$ cat config.mk
export PLATFORM = sky130hd
export DESIGN_NAME = uart_tx
export DESIGN_NICKNAME = d
export VERILOG_FILES = /design/src/rtl/uart_pkg.sv /design/src/rtl/uart_baud_cnt.sv /design/src/rtl/uart_tx.sv
export SDC_FILE = /design/constraint.sdc
export NUM_CORES = 1
export LEC_CHECK = 0
export ABC_AREA = 1
export CORE_ASPECT_RATIO = 1.25
export CORE_MARGIN = 4
export CORE_UTILIZATION = 55
export DETAILED_ROUTE_END_ITERATION = 10
export DONT_BUFFER_PORTS = 1
export PLACE_DENSITY = 0.7
export SLEW_MARGIN = 25
export SYNTH_ARGS = -nofsm -noshare
export SYNTH_HDL_FRONTEND = slang
export SYNTH_SLANG_ARGS = --single-unit
$ cat constraint.sdc
create_clock -name tx_clk -period 2.2 [get_ports tx_clk]
set_input_delay 0.22 -clock tx_clk [delete_from_list [all_inputs] [get_ports tx_clk]]
set_output_delay 0.22 -clock tx_clk [all_outputs]
set_load 0.03 [all_outputs]
$ cat src/rtl/uart_pkg.sv
`default_nettype none
// ============================================================================
// Module      : uart_pkg
// Description : Shared UART constants and state encoding for uart_tx/uart_rx.
// Revision    : 1.0 - initial release
// ============================================================================
package uart_pkg;

    localparam int c_DATA_BITS        = 8;
    localparam int c_CLKS_PER_BIT_DEF = 521;   // 10 MHz / 19200 baud

    typedef enum logic [2:0] {
        IDLE       = 3'd0,
        START      = 3'd1,
        DATA_BURST = 3'd2,
        PARITY     = 3'd3,
        STOP       = 3'd4
    } uart_state_e;

endpackage
`default_nettype wire

$ cat src/rtl/uart_baud_cnt.sv
`default_nettype none
// ============================================================================
// Module      : uart_baud_cnt
// Description : Bit-period counter; pulses bit_end on the last clock of a bit.
// Revision    : 1.0 - initial release
// ============================================================================
module uart_baud_cnt #(
    parameter int CLKS_PER_BIT = uart_pkg::c_CLKS_PER_BIT_DEF
) (
    input  logic clk,
    input  logic rst,
    input  logic clear,
    input  logic en,
    output logic bit_end
);

    localparam int                 c_CNT_W = (CLKS_PER_BIT > 1) ? $clog2(CLKS_PER_BIT) : 1;
    localparam logic [c_CNT_W-1:0] c_TERM  = c_CNT_W'(CLKS_PER_BIT - 1);

    logic [c_CNT_W-1:0] r_cnt;

    always_ff @(posedge clk) begin
        if (rst || clear) begin
            r_cnt <= '0;
        end else if (en) begin
            if (r_cnt == c_TERM) begin
                r_cnt <= '0;
            end else begin
                r_cnt <= r_cnt + 1'b1;
            end
        end
    end

    assign bit_end = en && !clear && (r_cnt == c_TERM);

endmodule
`default_nettype wire

$ cat src/rtl/uart_tx.sv
`default_nettype none
// ============================================================================
// Module      : uart_tx
// Description : UART transmitter, 8N1 or 8E1, one byte per valid/ready transfer.
// Revision    : 1.0 - initial release
// ============================================================================
module uart_tx
    import uart_pkg::*;
#(
    parameter int CLKS_PER_BIT = c_CLKS_PER_BIT_DEF,
    parameter int PARITY_EN    = 0
) (
    input  logic       tx_clk,
    input  logic       tx_rst,
    input  logic       tx_valid,
    input  logic [7:0] tx_data,
    output logic       tx_ready,
    output logic       tx_out,
    output logic       tx_busy,
    output logic       tx_done
);

    localparam logic [2:0] c_LAST_BIT = 3'(c_DATA_BITS - 1);

    uart_state_e            r_state;
    uart_state_e            w_state_next;
    logic [c_DATA_BITS-1:0] r_shreg;
    logic [c_DATA_BITS-1:0] w_shreg_next;
    logic [2:0]             r_bitpos;
    logic [2:0]             w_bitpos_next;
    logic                   r_parity;
    logic                   w_parity_next;
    logic                   r_tx_out;
    logic                   w_out_next;
    logic                   r_done;
    logic                   w_done_next;
    logic                   w_bit_end;
    logic                   w_idle;

    assign w_idle = (r_state == IDLE);

    uart_baud_cnt #(
        .CLKS_PER_BIT (CLKS_PER_BIT)
    ) u_baud_cnt (
        .clk     (tx_clk),
        .rst     (tx_rst),
        .clear   (w_idle),
        .en      (!w_idle),
        .bit_end (w_bit_end)
    );

    always_comb begin
        w_state_next  = r_state;
        w_shreg_next  = r_shreg;
        w_bitpos_next = r_bitpos;
        w_parity_next = r_parity;
        w_done_next   = 1'b0;
        w_out_next    = 1'b1;

        case (r_state)
            IDLE: begin
                if (tx_valid && tx_ready) begin
                    w_state_next  = START;
                    w_shreg_next  = tx_data;
                    w_parity_next = ^tx_data;
                end
            end
            START: begin
                if (w_bit_end) begin
                    w_state_next = DATA_BURST;
                end
            end
            DATA_BURST: begin
                if (w_bit_end) begin
                    w_shreg_next = r_shreg >> 1;
                    if (r_bitpos == c_LAST_BIT) begin
                        w_bitpos_next = '0;
                        w_state_next  = (PARITY_EN != 0) ? PARITY : STOP;
                    end else begin
                        w_bitpos_next = r_bitpos + 1'b1;
                    end
                end
            end
            PARITY: begin
                if (w_bit_end) begin
                    w_state_next = STOP;
                end
            end
            STOP: begin
                if (w_bit_end) begin
                    w_state_next = IDLE;
                    w_done_next  = 1'b1;
                end
            end
            default: begin
                w_state_next = IDLE;
            end
        endcase

        // Line level is decoded from the next state so the registered output
        // changes on the same edge as the state it belongs to.
        case (w_state_next)
            START:      w_out_next = 1'b0;
            DATA_BURST: w_out_next = w_shreg_next[0];
            PARITY:     w_out_next = w_parity_next;
            default:    w_out_next = 1'b1;
        endcase
    end

    always_ff @(posedge tx_clk) begin
        if (tx_rst) begin
            r_state  <= IDLE;
            r_shreg  <= '0;
            r_bitpos <= '0;
            r_parity <= 1'b0;
            r_tx_out <= 1'b1;
            r_done   <= 1'b0;
        end else begin
            r_state  <= w_state_next;
            r_shreg  <= w_shreg_next;
            r_bitpos <= w_bitpos_next;
            r_parity <= w_parity_next;
            r_tx_out <= w_out_next;
            r_done   <= w_done_next;
        end
    end

    assign tx_ready = w_idle && !tx_rst;
    assign tx_out   = r_tx_out;
    assign tx_busy  = !w_idle;
    assign tx_done  = r_done;

endmodule
`default_nettype wire

# == Word-level counts from Yosys, hierarchy flattened ==
# Cells that the tools add are included.
# word_totals
inputBits,11
register_bits,27
out_inout_bits,4
# op_classes
bitwise_logic,1
n_eq_ne,11
muxes,16
reduce_logical,12
n_addsub,2
# op_table
cell,count
two-way mux 3 bit,7
two-way mux 8 bit,2
one-hot mux 8 bit (2 select lines),1
one-hot mux 3 bit (5 select lines),1
"== test 3 x 2 -> 1 bit, second input constant",4
"adder 10 x 1 -> 10 bit, second input constant",1
"== test 10 bit, second input constant",1
two-way mux 10 bit,1
XOR reduction 8 bit,1
"== test 3 x 1 -> 1 bit, second input constant",2
"== test 3 bit, second input constant",2
"adder 3 x 1 -> 3 bit, second input constant",1
logical AND 1 bit,3
zero test 3 bit,1
two-way mux 1 bit,3
one-hot mux 1 bit (3 select lines),1
AND reduction 3 bit,1
zero test 1 bit,2
"!= test 2 x 1 -> 1 bit, second input constant",1
"!= test 2 bit, second input constant",1
AND reduction 2 bit,1
nonzero test 2 bit,1
OR reduction 2 bit,1
logical OR 1 bit,1
NOT 1 bit,1

# == Longest topological paths before layout ==
# depth
ltp_word,7
mapped_depth,11

# == Cells and area by module ==
# Synthesis repeated with hierarchy kept, for this count alone.
# hier_totals
cells_unflattened,249
hier_area_um2,1547.7
# modules_own_cells
mod,seq_area_each_um2,cells_per_inst,area_per_inst_um2,instances
uart_tx,340.3,166,1009.7,1
uart_baud_cnt,200.2,83,538.0,1

# == Worst setup path before layout ==
# No wires, ideal clock.
# synth_path
path_type,register to register
start,reg r_state[2]
end,"reg r_tx_out, in the netlist tx_out"
required_ns,2.080
stages_incl_launch_ff,9
arrival_time_ns,1.464
path_slack_ns,0.616
setup_ns,0.120
synth_period_minus_slack_ns,1.584
n_path_buf,0
cell_sequence,dfxtp_1 > inv_2 > nand3_4 > nor2_1 > nand2_1 > nand3_1 > nand3_1 > nand2_1 > nand3_1
# synth_between
elab_chain_len,7
# synth_lines
element,line,rtl
start: declaration,uart_tx.sv:25,uart_state_e r_state;
start signal: assignment,uart_tx.sv:119,r_state <= w_state_next;
zero test 3 bit *,uart_tx.sv:40,assign w_idle = (r_state == IDLE);
zero test 1 bit *,-,
named net tx_busy,uart_tx.sv:19,"output logic tx_busy,"
logical AND 1 bit *,uart_baud_cnt.sv:34,assign bit_end = en && !clear && (r_cnt == c_TERM);
two-way mux 3 bit (on tied branches),-,
one-hot mux 3 bit (5 select lines),uart_tx.sv:60,case (r_state)
== test 3 x 2 -> 1 bit / == test 3 x 1 -> 1 bit (equally long branches),uart_tx.sv:102,case (w_state_next)
one-hot mux 1 bit (3 select lines) *,uart_tx.sv:102,
end signal: assignment,uart_tx.sv:123,r_tx_out <= w_out_next;
end: declaration,uart_tx.sv:33,logic r_tx_out;
# The timed path passes the listed nets; every way through them passes the cells marked *. The select of a mux whose other input is x is not followed.
# A chain may end at the register's enable or synchronous reset.

# == Worst setup path after layout ==
# layout_path
start,reg r_state[1]
end,"reg r_tx_out, in the netlist tx_out"
# The elaborated chain is that of the path after synthesis.

==> qor.yml <==
sta:
  finalHoldViolCount: 0
  min_period_ps: 1660
  finalClockSkew_ps: 10.6
  worst_pin_slew_ps: 642
  maxSlewViolCount: 0
  setup_ws_ps: 536
  rsz0062_at_grt: "no"
  timing.fmax_mhz: 601
  fin_setup_tns_ps: 0
  period_share_pct: 75.6
  relSlewSlack_pct: 57.0
  final-setup-viol-count: 0
worst_setup_path:
  reg2reg_from: "r_state[1]"
  critPathSlowestCell: "nor3_2"
  r2r-end: "tx_out"
  required_ps: 2470
  crit_path_cell_trace: "inv_2 > nand3_4 > nor3_2 > nand2_1 > nand2_1 > inv_1 > nand3_1 > nand2_1 > nand3_1"
  crit_type: "reg2reg"
  worst-r2r-cell-count: 9
  end_kind: "flop"
  slowest_delay_ps: 550
  crit_arrival_ps: 1930
  crit_buf_inv: 2
  crit_fanout: 11
  crit_family: "simple AND/OR/NAND/NOR gates"
  r2r_slack_ps: 540
  startpoint_type: "flop"
  crit_path_frequent_cell: "nand2_1"
clock_network:
  cts_buffer_depth: 2
  htree_levels: 1
  cts_inserted_buffers: 3
  cts_root_buf: "clkbuf_4"
  clock_latency_ps: 320
  clkTransAtPathRegs_ps: 130
  ctsResizeCount: 0
  cts.sinks: 27
  cts_tree: "done"
status:
  status: "finished clean"
global_routing:
  gr-total-overflow: 0
  grt_pass1_vias: 1346
  grt_pass1_wl_mm: 5.24
  grt_max_degree: 15
  grt_usage_pct: 19.0
  antenna_found_initial: 0
power:
  pwr-share-comb_pct: 11.9
  sw_frac_of_total_pct: 25.7
  pwr-share-seq_pct: 62.2
  p_leak_nw: 0.647
  ir_drop_uv: 368
  p_int_w: 0.000609
  switchingPower_w: 0.000211
  power_w: 0.000820
  p_per_area_nw_per_um2: 530
  power.share.clock_pct: 25.8
min_path:
  hold_class: "in2reg"
  whs_endpoint: "tx_out"
  hold_path.startpoint: "tx_rst"
  whs_path_depth: 2
finish:
  drive_above_1_share_pct: 12.6
  design_area_sq_um: 1550
  n_antenna_cell: 0
  synthToLayoutAreaGrowth_pct: 4.65
  nets: 230
  final_cell_count_no_fill: 247
  fillers: 253
synth:
  synth_top_area_share_pct: 36.5
  synth_area_leader_cell: "dfxtp_1"
  netlist_instances: 211
  yosysWarnings: 0
  synth_fp_nets: 226
  syn-cell-area_sq_um: 1480
  ys_types: 29
  yosys_register_bits: 27
  ys_seq_area_share_pct: 36.5
  synth.area.top_cells: "dfxtp_1, nand2_1, nor2_1"
  avgSynthCellArea_sq_um: 7.01
floorplan:
  core-area_sq_um: 2500
  rows: 20
  die-width_microns: 54.4
  die_y_microns: 66.0
  dieArea_sq_um: 3590
  io_pins: 15
  start_util_pct: 59.1
drt:
  detail_route.wl_per_cell_microns: 11.9
  via_per_inst: 5.24
  wirelength_mm: 2.93
  ant_nets: 0
  firstDrtPassIters: 4
  vias: 1294
  drtIter0Drc: 32
  remaining_drc_errors: 0
place:
  port_buffers: 0
  dp_hpwl_mm: 2.27
  dpl_worst_slack_ps: 573
  gp_congestion: 0.828
  placed_cells: 242
  post_dp_cell_area_sq_um: 1510
run:
  drv_cap: 0
-- per-layer routing --
metal	vias to the layer above	part of all wire, %	track usage (%)
met5	-	0	0
met4	0	0.65	6.23
met3	2	4.1	3.16
met2	17	52	34.0
met1	591	43	22.1
li1	684	-	-
-- through the flow --
| stage | hold slack [ps] | util (%) |
|---|---|---|
| after global placement | 293 | 60.4 |
| after global routing | 21.1 | 61.9 |
| after floorplan | 367 | - |
| after CTS | 5.26 | 61.9 |
| after detailed placement | 295 | 60.4 |
| final | 16.3 | 61.9 |
-- placed cells by master (no fill, tap or decap), drive strengths merged --
cell type    instances
a21oi                7
a31oi                6
nor3                 9
nand4                4
nand3               14
xor2                 4
ha                   4
nand2               65
dlygate4sd3          1
dfxtp               27
o21ai                5
a31o                 1
xnor2                5
inv                 24
clkbuf               4
clkinv               1
nor2                29
buf                  1
or2                  1
o211a                1
and3                 1
-- cells by family after synthesis --
family	after synthesis	synth area share [%]
AOI/OAI and AO/OA	20	8.12
xor gates and xnor gates	9	5.33
adders and majority gates	4	3.38
buffers and inverters	28	7.78
DFF	27	36.5
and+or+nand+nor	123	38.8
-- cell usage after synthesis (all sizes together) --
library cell,n
nand2,65
nor2,29
dfxtp,27
inv,24
nand3,14
nor3,9
a21oi,7
a31oi,6
o21ai,5
xnor2,5
ha,4
nand4,4
xor2,4
buf,2
a31o,1
and3,1
clkbuf,1
clkinv,1
o211a,1
or2,1
-- cell type report --
cell class	instances	area [sq um]	share of cell area, %
multi-input cells	156	823	53.2
flip-flops and latches	27	541	34.9
inverters	25	98.8	6.39
well taps	33	41.3	2.67
clock buffers	4	26.3	1.70
repair buffers	2	17.5	1.13
-- what timing repair did --
action,CTS,global route
setup buffers,0,0
setup endpoints to repair,0,0
hold buffers,1,0
hold endpoints to repair,13,0
-- how the worst max path moves through the flow --
stage / from / to / slack, ps / depth (start not counted)
floorplan: r_state[2] / tx_out / 620 / 8
global placement: r_state[0] / tx_out / 590 / 9
detailed placement: r_state[0] / tx_out / 570 / 9
CTS: r_state[1] / tx_out / 540 / 9
global route: r_state[1] / tx_out / 340 / 9
finish: r_state[1] / tx_out / 540 / 9
-- power by group through the flow --
| stage | logic (W) | registers, W | clock network, W |
|---|---|---|---|
| floorplan | 0.0000829 | 0.000520 | 0 |
| global placement | 0.0000898 | 0.000521 | 0 |
| detailed placement | 0.0000930 | 0.000521 | 0 |
| CTS | 0.0000982 | 0.000511 | 0.000223 |
| global route | 0.000114 | 0.000513 | 0.000244 |
| finish | 0.0000978 | 0.000511 | 0.000212 |
-- sequential cells by signal (all words and copies together) (netlist names) --
| signal | flops |
|---|---|
| r_state | 3 |
| r_bitpos | 3 |
| tx_out | 1 |
| r_parity | 1 |
| r_shreg | 8 |
| tx_done | 1 |
| u_baud_cnt.r_cnt | 10 |
No activity file was read; power rests on OpenSTA's default activity.
==> variant 1, RTL diff (same settings) <==
The 5 states of `uart_state_e` get a one-hot encoding in 5 bits.
--- a/src/rtl/uart_pkg.sv
+++ b/src/rtl/uart_pkg.sv
@@ -9,12 +9,12 @@
     localparam int c_DATA_BITS        = 8;
     localparam int c_CLKS_PER_BIT_DEF = 521;   // 10 MHz / 19200 baud
 
-    typedef enum logic [2:0] {
-        IDLE       = 3'd0,
-        START      = 3'd1,
-        DATA_BURST = 3'd2,
-        PARITY     = 3'd3,
-        STOP       = 3'd4
+    typedef enum logic [4:0] {
+        IDLE       = 5'b00001,
+        START      = 5'b00010,
+        DATA_BURST = 5'b00100,
+        PARITY     = 5'b01000,
+        STOP       = 5'b10000
     } uart_state_e;
 
 endpackage
Check against the original RTL: no difference found for any inputs over 10 cycles, from zero or initial values and one cycle with tx_rst high; not proved beyond that.
==> variant 1 against the unedited design <==
- first-iteration DRC count rose to 2.9 times the old value
- critical path type is now register to output pin
- wire length grew 13%
- area after synthesis grew 14%
- sequential power is 7.6% higher
- clock skew is 0.0058 ns higher
- largest cell class unchanged
- sequential share of layout area shrank 2.4 points
- total power grew 28%
- critical path depth is 5 lower
- final area rose by 15%
- synthesized cell count rose by 20%
- non-clock buffer count shrank 1
- sequential cell count up 2
- worst setup slack lost 0.25 ns
==> variant 1: results (changes against the unedited design) <==
[outcome]
outcome=finished clean  ; unchanged

[timing]
timing_worst_slew_pin_value_ns=0.560  ; was 0.642 ns
worst_clock_skew_ns=0.0163  ; was 0.0106 ns

[cells_and_area]
finalNetCount=272  ; was 230

[synth]
synth.distinct_cells=31  ; was 29
synth_sequential_area_ratio_pct=34.3  ; was 36.5%
post_synth_main_area_contributors=sky130_fd_sc_hd__dfxtp_1 (34%), sky130_fd_sc_hd__nand2_1 (17%), sky130_fd_sc_hd__inv_1 (7.3%)  ; was sky130_fd_sc_hd__dfxtp_1 (37%), sky130_fd_sc_hd__nand2_1 (16%), sky130_fd_sc_hd__nor2_1 (6.1%)
synth_common_cells=sky130_fd_sc_hd__nand2_1 (76), sky130_fd_sc_hd__inv_1 (33), sky130_fd_sc_hd__dfxtp_1 (29), sky130_fd_sc_hd__nor2_1 (27), sky130_fd_sc_hd__a21oi_1 (17)  ; was sky130_fd_sc_hd__nand2_1 (65), sky130_fd_sc_hd__dfxtp_1 (27), sky130_fd_sc_hd__nor2_1 (24), sky130_fd_sc_hd__inv_1 (15), sky130_fd_sc_hd__nand3_1 (11)

[setup_path]
worst_r2r_path_depth=8  ; was 9
startpoint=r_state[0]  ; was r_state[1]
cp-endpoint=tx_ready  ; was tx_out
worst_r2r_endpoint=r_shreg[2]  ; was tx_out
critical_path.max_fanout=13  ; was 11
arrival_ns=1.70  ; was 1.93 ns
setup.worst_path.end_class=output pin  ; was register

[power_and_ir_drop]
leakagePower_nw=0.801  ; was 0.647 nW
worst_ir_drop_vdd_mv=0.511  ; was 0.368 mV

[global_route]
grt_start_max_net_pins=16  ; was 15
overall_track_demand_over_capacity_in_global_routing_pct=18.5  ; was 19.0%
number_of_global_route_vias_before_repair=1421  ; was 1,346
grt_first_pass_wirelength_mm=5.89  ; was 5.24 mm

[placement]
post_detailed_placement_cell_area_sq_um=1700  ; was 1510 sq um
dp.final_hpwl_mm=2.50  ; was 2.27 mm
place.gp.congestion=0.808  ; was 0.828

[detailed_routing]
first_iter_violations=92  ; was 32
route.final.wire_length_mm=3.32  ; was 2.93 mm

[clock_network]
worstSkewPairLatency_ns=0.34  ; was 0.32 ns

## variant 1: cell types whose count changed after synthesis, moves of 5 or more
cell / before / now
sky130_fd_sc_hd__a21oi_1: 7 / 17
sky130_fd_sc_hd__a22oi_1: 0 / 5
sky130_fd_sc_hd__a31oi_1: 6 / 1
sky130_fd_sc_hd__inv_1: 15 / 33
sky130_fd_sc_hd__inv_2: 9 / 3
sky130_fd_sc_hd__nand2_1: 65 / 76
## variant 1: through the flow
step           setup slack, ns  util (%)  cells  total power, mW
2_1_floorplan            0.771         -    253            0.676
3_3_place_gp             0.520      57.9    285            0.688
3_5_place_dp             0.525      57.9    285            0.688
4_1_cts                  0.277      60.6    294             1.06
5_1_grt                  0.187      60.6    294             1.11
6_report                 0.285      60.6    294             1.05
## variant 1: cells by family after synthesis
group	count (synthesis)	synth area share [%]
fa+ha+maj	4	2.96
xor+xnor	2	1.04
buf+inv	41	10.1
flops	29	34.3
simple gates	147	41.2
compound gates	30	10.4
## variant 1: where the power goes
part / switching, mW / internal [mW] / leakage [nW]
registers: 0.0116 / 0.539 / 0.235
clock network: 0.186 / 0.185 / 0.0413
logic: 0.0874 / 0.0435 / 0.524
## variant 1: critical path, cell delays in order, from the launching register on
cell                      delay [ns]
sky130_fd_sc_hd__dfxtp_1        0.40
sky130_fd_sc_hd__inv_2          0.07
sky130_fd_sc_hd__nor2_4         0.09
sky130_fd_sc_hd__nand3_4        0.25
sky130_fd_sc_hd__nor2_1         0.53
## variant 1: layout make-up
class	count	area share, %
flip-flops and latches	29	32.5
repair buffers	1	0.561
clock buffers	7	3.65
inverters	37	7.85
clock inverters	1	0.281
multi-input cells	183	52.6
well taps	36	2.52
## variant 1: how the worst min path moves through the flow
stage / depth (start not counted) / endpoint / slack [ns] / from
after global routing: 2 / r_shreg[7] / 0.02 / tx_data[7]
final: 2 / r_shreg[7] / 0.03 / tx_data[7]
after floorplan: 2 / r_shreg[7] / 0.37 / tx_data[7]
after detailed placement: 1 / r_shreg[6] / 0.29 / tx_rst
after CTS: 2 / r_shreg[7] / 0.03 / tx_data[7]
after global placement: 1 / r_shreg[4] / 0.29 / tx_rst
## variant 1: routing by layer
metal  up-vias  global-route usage (%)  share of wire, %
met5         -                       0                 0
met4         0                    7.99               2.4
met1       687                    21.4                45
met2        35                    29.8                47
li1        825                       -                 -
met3         7                    7.02               5.8
==> variant 2, RTL diff (same flow settings) <==
Made on the original files. The parameter `PARITY_EN` goes from 0 to 1.
--- a/src/rtl/uart_tx.sv
+++ b/src/rtl/uart_tx.sv
@@ -8,7 +8,7 @@
     import uart_pkg::*;
 #(
     parameter int CLKS_PER_BIT = c_CLKS_PER_BIT_DEF,
-    parameter int PARITY_EN    = 0
+    parameter int PARITY_EN    = 1
 ) (
     input  logic       tx_clk,
     input  logic       tx_rst,
Check against the original RTL: same outputs for any inputs over 10 cycles, from zero or initial values and one cycle with tx_rst high; that may be too few to reach the edited logic, so the function may still have changed.
==> variant 2 against the unedited design <==
- synthesized cell count grew 4.3%
- total power up 1.4%
- area after synthesis increased by 3.0%
- sequential cell count did not move
- non-clock buffer count fell by 1
- final area is 3.3% higher
- combinational power up 11%
- worst setup slack gained 0.060 ns
- sequential share of layout area fell by 1.1 points
- wire length up 1.7%
- critical path type unchanged
- critical endpoint unchanged
- largest cell class unchanged
- largest power group unchanged
==> variant 2: results (changes against the unedited design) <==
[outcome]
outcome=finished clean  ; unchanged

[synth]
synth-compound-area-share_pct=8.21  ; was 8.12%
synth_adder_area_share_pct=3.28  ; was 3.38%
synth_sequential_area_ratio_pct=35.5  ; was 36.5%
synth.net_count=235  ; was 226
synth.distinct_cells=26  ; was 29
post_synth_main_area_contributors=sky130_fd_sc_hd__dfxtp_1 (35%), sky130_fd_sc_hd__nand2_1 (14%), sky130_fd_sc_hd__inv_1 (6.7%)  ; was sky130_fd_sc_hd__dfxtp_1 (37%), sky130_fd_sc_hd__nand2_1 (16%), sky130_fd_sc_hd__nor2_1 (6.1%)
synth_common_cells=sky130_fd_sc_hd__nand2_1 (58), sky130_fd_sc_hd__dfxtp_1 (27), sky130_fd_sc_hd__inv_1 (27), sky130_fd_sc_hd__nor2_1 (26), sky130_fd_sc_hd__nand3_1 (16)  ; was sky130_fd_sc_hd__nand2_1 (65), sky130_fd_sc_hd__dfxtp_1 (27), sky130_fd_sc_hd__nor2_1 (24), sky130_fd_sc_hd__inv_1 (15), sky130_fd_sc_hd__nand3_1 (11)

[timing]
worst_clock_skew_ns=0.00565  ; was 0.0106 ns
hold-worst-slack_ns=0.0321  ; was 0.0163 ns

[power_and_ir_drop]
leakagePower_nw=0.733  ; was 0.647 nW
worst_ir_drop_vdd_mv=0.333  ; was 0.368 mV
power.combinational.fraction_pct=13.1  ; was 11.9%
relative_contribution_of_sequential_cells_to_total_power_pct=61.8  ; was 62.2%
power.internal_mw=0.611  ; was 0.609 mW

[cells_and_area]
fillerInstances=264  ; was 253

[detailed_routing]
first_iter_violations=30  ; was 32
routed_length_on_met1_mm=1.20  ; was 1.26 mm
wl_per_cell_um=11.5  ; was 11.9 um
via_count_normalized_by_instance_count=5.16  ; was 5.24
route.met3.wl_um=127  ; was 121 um

[placement]
dp.final_hpwl_mm=2.34  ; was 2.27 mm

[setup_path]
critical-path-slowest-cell=sky130_fd_sc_hd__dfxtp_1  ; was sky130_fd_sc_hd__nor3_2
crit_path_max_incr_delay_ns=0.41  ; was 0.55 ns
arrival_ns=1.83  ; was 1.93 ns

[global_route]
use_met2_pct=36.4  ; was 34.0%
grt_first_pass_wirelength_mm=5.19  ; was 5.24 mm
global_route.usage.met3_pct=2.91  ; was 3.16%

variant 2: cell type report:
cell class | instances | area share, %
clock buffer | 4 | 1.64
inverter | 35 | 8.69
multi-input combinational | 157 | 52.6
sequential | 27 | 33.8
tap | 34 | 2.66
timing repair buffer | 1 | 0.626
variant 2: repair_timing:
item,in CTS,in global routing
endpoints found under the hold margin,10,0
resized for setup,0,0
hold buffers,1,0
endpoints found under the setup margin,0,0
variant 2: path summary, 6_finish.rpt:
| kind | from | endpoint | depth (start not counted) |
|---|---|---|---|
| min | tx_data[7] | r_shreg[7] | 2 |
| min reg2reg | r_bitpos[1] | r_bitpos[1] | 2 |
| max reg2reg | r_state[0] | tx_out | 8 |
| max | r_state[0] | tx_out | 8 |
variant 2: stage by stage:
stage               cells  power, mW  area (sq um)  setup slack, ns
floorplan             220      0.612          1520            0.780
global placement      253      0.626          1560            0.615
detailed placement    253      0.630          1560            0.613
CTS                   258      0.846          1600            0.599
global route          258      0.881          1600            0.454
finish                258      0.832          1600            0.596
